===== src/rtl/ps2_pkg.sv =====
// Shared constants for the PS/2 keyboard receiver: frame FSM encoding,
// scancodes of interest and direction bit positions.
package ps2_pkg;

  localparam logic [1:0] ST_IDLE   = 2'd0;
  localparam logic [1:0] ST_DATA   = 2'd1;
  localparam logic [1:0] ST_PARITY = 2'd2;
  localparam logic [1:0] ST_STOP   = 2'd3;

  localparam logic [7:0] SC_EXT   = 8'hE0;
  localparam logic [7:0] SC_BRK   = 8'hF0;
  localparam logic [7:0] SC_UP    = 8'h75;
  localparam logic [7:0] SC_DOWN  = 8'h72;
  localparam logic [7:0] SC_LEFT  = 8'h6B;
  localparam logic [7:0] SC_RIGHT = 8'h74;
  localparam logic [7:0] SC_START = 8'h1B;

  localparam int DIR_UP    = 3;
  localparam int DIR_DOWN  = 2;
  localparam int DIR_LEFT  = 1;
  localparam int DIR_RIGHT = 0;

  // One-hot direction mask for an arrow scancode (extended set), zero otherwise.
  function automatic logic [3:0] arrow_mask(input logic [7:0] code);
    logic [3:0] m;
    m = 4'b0000;
    case (code)
      SC_UP:    m[DIR_UP]    = 1'b1;
      SC_DOWN:  m[DIR_DOWN]  = 1'b1;
      SC_LEFT:  m[DIR_LEFT]  = 1'b1;
      SC_RIGHT: m[DIR_RIGHT] = 1'b1;
      default:  m = 4'b0000;
    endcase
    return m;
  endfunction

endpackage


===== src/rtl/ps2_key_decoder_if.sv =====
// Decoded key outputs of ps2_key_decoder plus the frame FSM state for debug.
// scan_valid is a one-cycle strobe with no back-pressure: scan_code is
// valid in that cycle and holds until the next decoded byte.
interface ps2_key_decoder_if;
  logic [3:0] direction;
  logic       start;
  logic       scan_valid;
  logic [7:0] scan_code;
  logic       frame_err;
  logic [1:0] rx_state;

  modport master (
    output direction, start, scan_valid, scan_code, frame_err, rx_state
  );

  modport slave (
    input direction, start, scan_valid, scan_code, frame_err, rx_state
  );
endinterface


===== src/rtl/ps2_frame_rx.sv =====
// PS/2 device-to-host frame receiver: input synchronisers, falling-edge
// detect, 11-bit frame FSM with odd-parity/stop check and inactivity timeout.
module ps2_frame_rx
  import ps2_pkg::*;
#(
  parameter int TIMEOUT_CYCLES = 50000,
  parameter int SYNC_STAGES    = 2
) (
  input  logic       clk_i,
  input  logic       rst_ni,
  input  logic       ps2_clk_i,
  input  logic       ps2_dat_i,
  output logic [7:0] byte_o,
  output logic       valid_o,
  output logic       err_o,
  output logic [1:0] state_o
);

  localparam int TW = $clog2(TIMEOUT_CYCLES + 1);
  localparam logic [TW-1:0] TMO_LAST = TW'(TIMEOUT_CYCLES - 1);

  logic [SYNC_STAGES-1:0] clk_sync_q, dat_sync_q;
  logic                   clk_prev_q;
  logic                   clk_s, dat_s, fall;

  logic [1:0]    state_q, state_d;
  logic [2:0]    cnt_q, cnt_d;
  logic [7:0]    shift_q, shift_d;
  logic          par_q, par_d;
  logic [TW-1:0] tmo_q, tmo_d;

  // Stage 0 is the LSB; the synchronised value comes out of the MSB.
  always_ff @(posedge clk_i or negedge rst_ni) begin
    if (!rst_ni) begin
      clk_sync_q <= '1;
      dat_sync_q <= '1;
      clk_prev_q <= 1'b1;
    end else begin
      clk_sync_q <= (clk_sync_q << 1) | SYNC_STAGES'(ps2_clk_i);
      dat_sync_q <= (dat_sync_q << 1) | SYNC_STAGES'(ps2_dat_i);
      clk_prev_q <= clk_s;
    end
  end

  assign clk_s = clk_sync_q[SYNC_STAGES-1];
  assign dat_s = dat_sync_q[SYNC_STAGES-1];
  assign fall  = clk_prev_q & ~clk_s;

  always_comb begin
    state_d = state_q;
    cnt_d   = cnt_q;
    shift_d = shift_q;
    par_d   = par_q;
    tmo_d   = tmo_q;
    valid_o = 1'b0;
    err_o   = 1'b0;
    if (fall) begin
      // An edge always wins over a coincident timeout.
      tmo_d = '0;
      case (state_q)
        ST_IDLE: begin
          if (!dat_s) begin
            state_d = ST_DATA;
            cnt_d   = 3'd0;
          end
        end
        ST_DATA: begin
          shift_d = {dat_s, shift_q[7:1]};
          cnt_d   = cnt_q + 3'd1;
          if (cnt_q == 3'd7) state_d = ST_PARITY;
        end
        ST_PARITY: begin
          par_d   = dat_s;
          state_d = ST_STOP;
        end
        default: begin
          state_d = ST_IDLE;
          if ((^{shift_q, par_q}) && dat_s) valid_o = 1'b1;
          else                              err_o   = 1'b1;
        end
      endcase
    end else if (state_q == ST_IDLE) begin
      tmo_d = '0;
    end else if (tmo_q == TMO_LAST) begin
      state_d = ST_IDLE;
      cnt_d   = 3'd0;
      shift_d = 8'h00;
      par_d   = 1'b0;
      tmo_d   = '0;
      err_o   = 1'b1;
    end else begin
      tmo_d = tmo_q + TW'(1);
    end
  end

  always_ff @(posedge clk_i or negedge rst_ni) begin
    if (!rst_ni) begin
      state_q <= ST_IDLE;
      cnt_q   <= 3'd0;
      shift_q <= 8'h00;
      par_q   <= 1'b0;
      tmo_q   <= '0;
    end else begin
      state_q <= state_d;
      cnt_q   <= cnt_d;
      shift_q <= shift_d;
      par_q   <= par_d;
      tmo_q   <= tmo_d;
    end
  end

  assign byte_o  = shift_q;
  assign state_o = state_q;

endmodule


===== src/rtl/ps2_key_decoder.sv =====
// PS/2 keyboard decoder: tracks E0/F0 prefixes and maps arrow keys and S
// onto held direction/start levels.
module ps2_key_decoder
  import ps2_pkg::*;
#(
  parameter int TIMEOUT_CYCLES = 50000,
  parameter int SYNC_STAGES    = 2
) (
  input  logic               clock,
  input  logic               resetn,
  input  logic               PS2_CLK,
  input  logic               PS2_DAT,
  ps2_key_decoder_if.master  key_if
);

  logic [7:0] rx_byte;
  logic       rx_valid, rx_err;
  logic [1:0] rx_state;
  logic [3:0] arrow_m;

  logic [3:0] dir_q, dir_d;
  logic       start_q, start_d;
  logic [7:0] code_q, code_d;
  logic       valid_q, valid_d;
  logic       err_q, err_d;
  logic       ext_q, ext_d;
  logic       brk_q, brk_d;

  ps2_frame_rx #(
    .TIMEOUT_CYCLES (TIMEOUT_CYCLES),
    .SYNC_STAGES    (SYNC_STAGES)
  ) u_rx (
    .clk_i     (clock),
    .rst_ni    (resetn),
    .ps2_clk_i (PS2_CLK),
    .ps2_dat_i (PS2_DAT),
    .byte_o    (rx_byte),
    .valid_o   (rx_valid),
    .err_o     (rx_err),
    .state_o   (rx_state)
  );

  assign arrow_m = arrow_mask(rx_byte);

  always_comb begin
    dir_d   = dir_q;
    start_d = start_q;
    code_d  = code_q;
    valid_d = 1'b0;
    err_d   = 1'b0;
    ext_d   = ext_q;
    brk_d   = brk_q;
    if (rx_err) begin
      err_d = 1'b1;
      ext_d = 1'b0;
      brk_d = 1'b0;
    end else if (rx_valid) begin
      if (rx_byte == SC_EXT) begin
        ext_d = 1'b1;
      end else if (rx_byte == SC_BRK) begin
        brk_d = 1'b1;
      end else begin
        valid_d = 1'b1;
        code_d  = rx_byte;
        ext_d   = 1'b0;
        brk_d   = 1'b0;
        // Non-extended arrow codes are keypad keys and fall through unused.
        if (ext_q && (arrow_m != 4'b0000)) begin
          if (!brk_q)                          dir_d = arrow_m;
          else if ((dir_q & arrow_m) != 4'b0000) dir_d = 4'b0000;
        end else if (!ext_q && (rx_byte == SC_START)) begin
          start_d = ~brk_q;
        end
      end
    end
  end

  always_ff @(posedge clock or negedge resetn) begin
    if (!resetn) begin
      dir_q   <= 4'b0000;
      start_q <= 1'b0;
      code_q  <= 8'h00;
      valid_q <= 1'b0;
      err_q   <= 1'b0;
      ext_q   <= 1'b0;
      brk_q   <= 1'b0;
    end else begin
      dir_q   <= dir_d;
      start_q <= start_d;
      code_q  <= code_d;
      valid_q <= valid_d;
      err_q   <= err_d;
      ext_q   <= ext_d;
      brk_q   <= brk_d;
    end
  end

  assign key_if.direction  = dir_q;
  assign key_if.start      = start_q;
  assign key_if.scan_code  = code_q;
  assign key_if.scan_valid = valid_q;
  assign key_if.frame_err  = err_q;
  assign key_if.rx_state   = rx_state;

endmodule

===== src/flat_wrapper.sv =====
// flat-port wrapper written by rule: the top's interface ports become plain ports
module ps2_key_decoder_flat import ps2_pkg::*;
#(
  parameter int TIMEOUT_CYCLES = 50000,
  parameter int SYNC_STAGES    = 2
)
  (clock, resetn, PS2_CLK, PS2_DAT, key_if_direction, key_if_start, key_if_scan_valid, key_if_scan_code, key_if_frame_err, key_if_rx_state);
  ps2_key_decoder_if key_if_i ();
  input  logic clock;
  input  logic resetn;
  input  logic PS2_CLK;
  input  logic PS2_DAT;
  output wire logic [$bits(key_if_i.direction)-1:0] key_if_direction;
  output wire logic [$bits(key_if_i.start)-1:0] key_if_start;
  output wire logic [$bits(key_if_i.scan_valid)-1:0] key_if_scan_valid;
  output wire logic [$bits(key_if_i.scan_code)-1:0] key_if_scan_code;
  output wire logic [$bits(key_if_i.frame_err)-1:0] key_if_frame_err;
  output wire logic [$bits(key_if_i.rx_state)-1:0] key_if_rx_state;
  assign key_if_direction = key_if_i.direction;
  assign key_if_start = key_if_i.start;
  assign key_if_scan_valid = key_if_i.scan_valid;
  assign key_if_scan_code = key_if_i.scan_code;
  assign key_if_frame_err = key_if_i.frame_err;
  assign key_if_rx_state = key_if_i.rx_state;
  ps2_key_decoder #(.TIMEOUT_CYCLES(TIMEOUT_CYCLES), .SYNC_STAGES(SYNC_STAGES)) u_core (.clock(clock), .resetn(resetn), .PS2_CLK(PS2_CLK), .PS2_DAT(PS2_DAT), .key_if(key_if_i));
endmodule

===== config.mk =====
export PLATFORM = sky130hd
export DESIGN_NAME = ps2_key_decoder_flat
export DESIGN_NICKNAME = d
export VERILOG_FILES = /design/src/rtl/ps2_pkg.sv /design/src/rtl/ps2_key_decoder_if.sv /design/src/rtl/ps2_frame_rx.sv /design/src/rtl/ps2_key_decoder.sv /design/src/flat_wrapper.sv
export SDC_FILE = /design/constraint.sdc
export NUM_CORES = 1
export LEC_CHECK = 0
export CAP_MARGIN = 15
export CORE_MARGIN = 2
export CORE_UTILIZATION = 57
export CTS_CLUSTER_DIAMETER = 30
export DETAILED_ROUTE_END_ITERATION = 8
export GPL_ROUTABILITY_DRIVEN = 0
export PLACE_DENSITY = 0.78
export SYNTH_ARGS = -nofsm -noshare
export SYNTH_HDL_FRONTEND = slang
export SYNTH_SLANG_ARGS = --single-unit
export TNS_END_PERCENT = 30

===== constraint.sdc =====
create_clock -name clock -period 3.2 [get_ports clock]
set_clock_uncertainty 0.2 [all_clocks]
set_input_delay 0.8 -clock clock [delete_from_list [all_inputs] [get_ports clock]]
set_output_delay 0.8 -clock clock [all_outputs]
set_load 0.01 [all_outputs]

==> results.yml, run 1 <==
run_status:
  status: "completed"
floorplan:
  fp.coreArea_um2: 4290
  placementRows: 24
  die_area_um2: 4950
  start_util: 0.584
  die_h_um: 70.4
  die_x_um: 70.4
  num_io_pins: 21
critical_path:
  endpoint_kind: "flop"
  worstPathRequired_ns: 3.19
  critical_path_class: "reg2reg"
  worstSetupStartpointType: "flop"
  arrival_ns: 2.38
  worstPathMaxFanout: 8
synth:
  synth-seq-cells: 52
  avgSynthCellArea_um2: 11.7
  yosysWarnings: 0
  synthDistinctLibCells: 43
  synthArstFlopShare: 1.00
  synth_edf_count: 0
  synth_top_area_frac: 0.469
  yosys-top-cells-area: "dfrtp_1, dfstp_2, mux2_1, a22o_1, ha_1"
  ys_seq_area_frac: 0.521
  yosysTopAreaCell: "dfrtp_1"
  synthFlopType: "dfrtp_1"
  syn_nets: 225
  syn_inst: 214
  synth_area_um2: 2510
timing:
  grt_setup_unrepaired: "false"
  setup_viol: 0
  worst_pin_slew_ns: 0.871
  slew_headroom: 0.419
  post-route-period-util: 0.747
  hold_violations: 0
  setup_ws_ns: 0.810
  drv_slew: 0
  clock.fmax_mhz: 418
  fin_crit_ns: 2.39
  setup_tns_ns: 0
pwr:
  clkPwrFrac: 0.314
  leakagePower_nw: 1.31
  p_seq_frac: 0.530
  internal_power_mw: 1.02
  power.share.switching: 0.264
  max-vdd-ir-drop_mv: 0.316
  p_per_area_nw_per_um2: 484
  switchingPower_uw: 366
  comb_power_share: 0.157
  total_power_mw: 1.39
detailed_routing:
  drt-total-wl_um: 4250
  vias: 1668
  vias_per_cell: 5.79
  drtIter0Drc: 60
  ant_nets: 0
  remaining_drc_errors: 0
  post_drt_wl_per_cell_um: 14.8
  firstDrtPassIters: 4
global_routing:
  grt_pass1_wl_um: 7450
  overflow: 0
  grt_pass1_vias: 1674
  grt_antenna_before_repair: 0
  gr-usage-all-layers: 0.191
  grt_max_degree: 43
final_layout:
  areaGrowthSynthToFinish_pct: 14.0
  drive_above_1_share: 0.106
  diodes: 0
  final_core_util: 0.666
  n_fill_cell: 347
  fin_area_um2: 2860
  fin_nets: 246
worst_hold_path:
  hp-class: "reg2reg"
run:
  cap_violations: 0
cts:
  cts_htree_levels: 2
  clockBufferDepth: 2
  cts_resized: 0
  path_clk_slew_ns: 0.09
  holdBufCountCts: 0
  cts-root-buf: "clkbuf_8"
  cts_setup_buffers: 0
  numCtsBuffers: 5
  insertion_delay_ns: 0.30
  cts.sinks: 52
  cts_tree: "yes"
placed_design:
  dp_hpwl_um: 3070
  place_area_um2: 2750
  place_ws_ns: 0.816
  portBuffers: 20
[cells in the mapped netlist, drive strengths merged, types with 4 or more instances]
| cell | n |
|---|---|
| mux2 | 14 |
| nand3 | 12 |
| mux2i | 5 |
| dfrtp | 47 |
| nor2b | 5 |
| nand2 | 8 |
| clkbuf | 4 |
| xor2 | 7 |
| dfstp | 5 |
| o21ai | 5 |
| nor2 | 22 |
| a22o | 10 |
| ha | 7 |
| buf | 4 |
| xnor2 | 10 |
| inv | 6 |
| nor3 | 7 |
| and3 | 6 |
[power by group through the flow]
stage / registers [mW] / logic, mW / clock network, mW
2_1_floorplan: 0.736 / 0.154 / 0
3_3_place_gp: 0.744 / 0.211 / 0
3_5_place_dp: 0.745 / 0.219 / 0
5_1_grt: 0.738 / 0.246 / 0.476
4_1_cts: 0.733 / 0.220 / 0.449
6_report: 0.734 / 0.217 / 0.435
[worst max-delay path: stages (launching register included)]
cell and delay (ns):
dfrtp_1 0.49, nor4b_2 0.47, and4_1 0.30, nand2_1 0.06
a311o_2 0.45, mux2_4 0.31
[routing by layer]
metal / track usage / wire length [um] / up-vias
met2: 0.324 / 2180 / 22
met5: 0 / 0 / -
li1: - / - / 805
met1: 0.236 / 1890 / 834
met4: 0.0791 / 76 / 0
met3: 0.0390 / 107 / 7
[through the flow]
stage	hold WS, ns	cells
after global placement	0.147	280
after global routing	0.163	288
final	0.159	288
after detailed placement	0.147	280
after floorplan	0.145	214
after CTS	0.160	288
[final cells by class]
| type | instances | area (um2) | area share |
|---|---|---|---|
| multi-input combinational | 148 | 1140 | 0.400 |
| sequential | 52 | 1310 | 0.457 |
| clock buffer | 5 | 68.8 | 0.0240 |
| inverter | 6 | 22.5 | 0.00787 |
| tap | 52 | 65.1 | 0.0227 |
| clock inverter | 3 | 42.5 | 0.0149 |
| timing repair buffer | 22 | 210 | 0.0735 |
[cell families after synthesis]
group           after synthesis  synth area share
simple gates                 77             0.167
buf+inv                      14            0.0229
compound gates               25            0.0793
flops                        52             0.521
fa+ha+maj                     7            0.0349
mux                          19            0.0887
xor+xnor                     20            0.0867
[flip-flops by register name, indices dropped and copies added (netlist names)]
name,cells
u_core.key_if.direction,4
u_core.key_if.frame_err,1
u_core.u_rx.state_o,2
u_core.u_rx.clk_sync_q,2
u_core.u_rx.cnt_q,3
u_core.brk_q,1
u_core.ext_q,1
u_core.key_if.scan_code,8
u_core.key_if.start,1
u_core.u_rx.par_q,1
u_core.key_if.scan_valid,1
u_core.u_rx.dat_sync_q,2
u_core.u_rx.byte_o,8
u_core.u_rx.tmo_q,16
u_core.u_rx.clk_prev_q,1
[placed cells by master (no fill, tap or decap), types with 2 or more instances in the layout]
| master | instances |
|---|---|
| a22o_1 | 10 |
| a31oi_1 | 2 |
| and2_1 | 2 |
| and3_1 | 6 |
| and4_1 | 2 |
| buf_4 | 2 |
| clkbuf_8 | 5 |
| clkdlybuf4s50_1 | 19 |
| dfrtp_1 | 47 |
| dfstp_2 | 5 |
| ha_1 | 7 |
| inv_1 | 5 |
| mux2_1 | 9 |
| mux2_4 | 4 |
| mux2i_1 | 5 |
| nand2_1 | 8 |
| nand2b_1 | 2 |
| nand3_1 | 12 |
| nand4_1 | 2 |
| nand4b_1 | 2 |
| nor2_1 | 22 |
| nor2b_1 | 5 |
| nor3_1 | 7 |
| nor4bb_1 | 2 |
| o21ai_1 | 4 |
| o31ai_1 | 2 |
| xnor2_1 | 10 |
| xnor3_1 | 2 |
| xor2_1 | 7 |
[path summary, 6_finish.rpt]
path | slack [ns] | from | endpoint | depth (start not counted)
min | 0.16 | u_core.u_rx.clk_sync_q[0] | u_core.u_rx.clk_sync_q[1] | 0
max | 0.81 | u_core.u_rx.byte_o[0] | u_core.key_if.direction[0] | 5
max in group asynchronous | 1.71 | resetn | u_core.u_rx.tmo_q[5] | 2
min reg2reg | 0.16 | u_core.u_rx.clk_sync_q[0] | u_core.u_rx.clk_sync_q[1] | 0
max reg2reg | 0.81 | u_core.u_rx.byte_o[0] | u_core.key_if.direction[0] | 5
min in group asynchronous | 0.41 | resetn | u_core.key_if.direction[3] | 1
(Power assumes the default switching activity.)
==> inputs of run 2 (changes only) <==
CORE_UTILIZATION = 52   (was 57)
PLACE_DENSITY = 0.75   (was 0.78)
clock period = 2.05 ns   (was 3.2 ns; I/O delays follow)
==> results.yml, run 2 (synthesized netlist as in run 1, its figures left out) <==
detailed_routing:
  vias: 1853
  post_drt_wl_per_cell_um: 14.5
  ant_nets: 0
  vias_per_cell: 5.51
  remaining_drc_errors: 0
  drt-total-wl_um: 4880
  firstDrtPassIters: 4
  drtIter0Drc: 45
global_routing:
  grt_max_degree: 25
  grt_pass1_vias: 1824
  gr-usage-all-layers: 0.196
  grt_antenna_before_repair: 0
  overflow: 0
  grt_pass1_wl_um: 8090
floorplan:
  fp.coreArea_um2: 4690
  start_util: 0.535
  die_h_um: 73.5
  num_io_pins: 21
  die_area_um2: 5400
  placementRows: 25
  die_x_um: 73.5
cts:
  cts-root-buf: "clkbuf_8"
  path_clk_slew_ns: 0.09
  numCtsBuffers: 5
  cts.sinks: 52
  clockBufferDepth: 2
  insertion_delay_ns: 0.30
  cts_htree_levels: 2
  cts_tree: "yes"
timing:
  clock.fmax_mhz: 438
  slew_headroom: 0.684
  setup_tns_ns: -2.05
  setup_viol: 15
  hold_violations: 0
  worst_pin_slew_ns: 0.467
  post-route-period-util: 1.11
  hold_ws_ns: 0.158
  grt_setup_unrepaired: "true"
  setup_ws_ns: -0.235
  fin_crit_ns: 2.29
  drv_slew: 0
worst_hold_path:
  hp-class: "reg2reg"
  min_path_cells: 0
critical_path:
  reg2reg_depth: 5
  worstPathMaxFanout: 4
  arrival_ns: 2.28
  critical_path_class: "reg2reg"
  worstPathRequired_ns: 2.04
  worstSetupStartpointType: "flop"
  endpoint_kind: "flop"
pwr:
  total_power_mw: 2.21
  p_per_area_nw_per_um2: 674
  max-vdd-ir-drop_mv: 0.439
  leakagePower_nw: 1.57
run:
  cap_violations: 0
final_layout:
  fin_nets: 292
  largest_reg_flops: 16
  top_register: "u_core.u_rx.tmo_q"
  areaGrowthSynthToFinish_pct: 30.7
  diodes: 0
  fin_area_um2: 3280
  mostFrequentLayoutCell: "dfrtp_1"
  layout_common_cells: "dfrtp_1, buf_4, nor2_1"
  drive_above_1_share: 0.280
run_status:
  status: "finished, violations left"
  violations: "negative setup slack"
placed_design:
  dp_hpwl_um: 3600
  place_ws_ns: -0.227
  portBuffers: 20
  place_area_um2: 3090
-- run 2: cell count changes in the layout (fill, tap and decap cells not counted), sizes merged, moves of 2 or more --
cell           previous run  this run
clkdlybuf4s50            19        17
clkbuf                    5         8
dlymetal6s2s              0         2
buf                       3        48
-- run 2: layout make-up --
type	count	area, um2
fillers	358	1410
flip-flops and latches	52	1310
multi-input cells	148	1200
repair buffers	68	579
clock buffers	8	100
well taps	54	67.6
inverters	6	22.5
-- run 2: worst paths after layout --
check | startpoint | to | slack [ns]
max in group asynchronous | resetn | u_core.u_rx.tmo_q[10] | 0.65
worst max-delay path | u_core.u_rx.byte_o[0] | u_core.key_if.direction[2] | -0.24
worst max register to register | u_core.u_rx.byte_o[0] | u_core.key_if.direction[2] | -0.24
worst min-delay path | u_core.u_rx.dat_sync_q[0] | u_core.u_rx.dat_sync_q[1] | 0.16
worst min register to register | u_core.u_rx.dat_sync_q[0] | u_core.u_rx.dat_sync_q[1] | 0.16
min in group asynchronous | resetn | u_core.brk_q | 0.49
-- run 2: layer usage --
metal	track usage	wire length [um]	up-vias
met5	0	0	-
met4	0.0727	48	0
met3	0.0288	119	5
met2	0.331	2430	25
met1	0.254	2280	928
li1	-	-	895
-- run 2: worst max-delay path, cell delays in order, from the launching register on --
cell     delay, ns
dfrtp_2       0.45
xnor2_1       0.16
xnor3_1       0.46
mux2i_2       0.19
a311o_2       0.40
mux2_4        0.31
-- run 2: power breakdown --
group	total (mW)	switching (mW)	internal (mW)
Combinational	0.456	0.241	0.215
Clock	0.625	0.316	0.308
Sequential	1.13	0.0422	1.09
Total	2.21	0.599	1.61
-- run 2: metrics by stage --
stage,cells,utilization
global placement,325,0.658
floorplan,214,-
CTS,335,0.691
global route,336,0.699
detailed placement,325,0.658
finish,336,0.699
-- run 2: repair_timing --
item | CTS | global route
gates cloned | 0 | 0
setup buffers | 1 | 1
gates resized for setup | 7 | 7
pin swaps | 0 | 2
hold endpoints to repair | 14 | 0
endpoints found under the setup margin | 22 | 26
hold buffers | 1 | 0
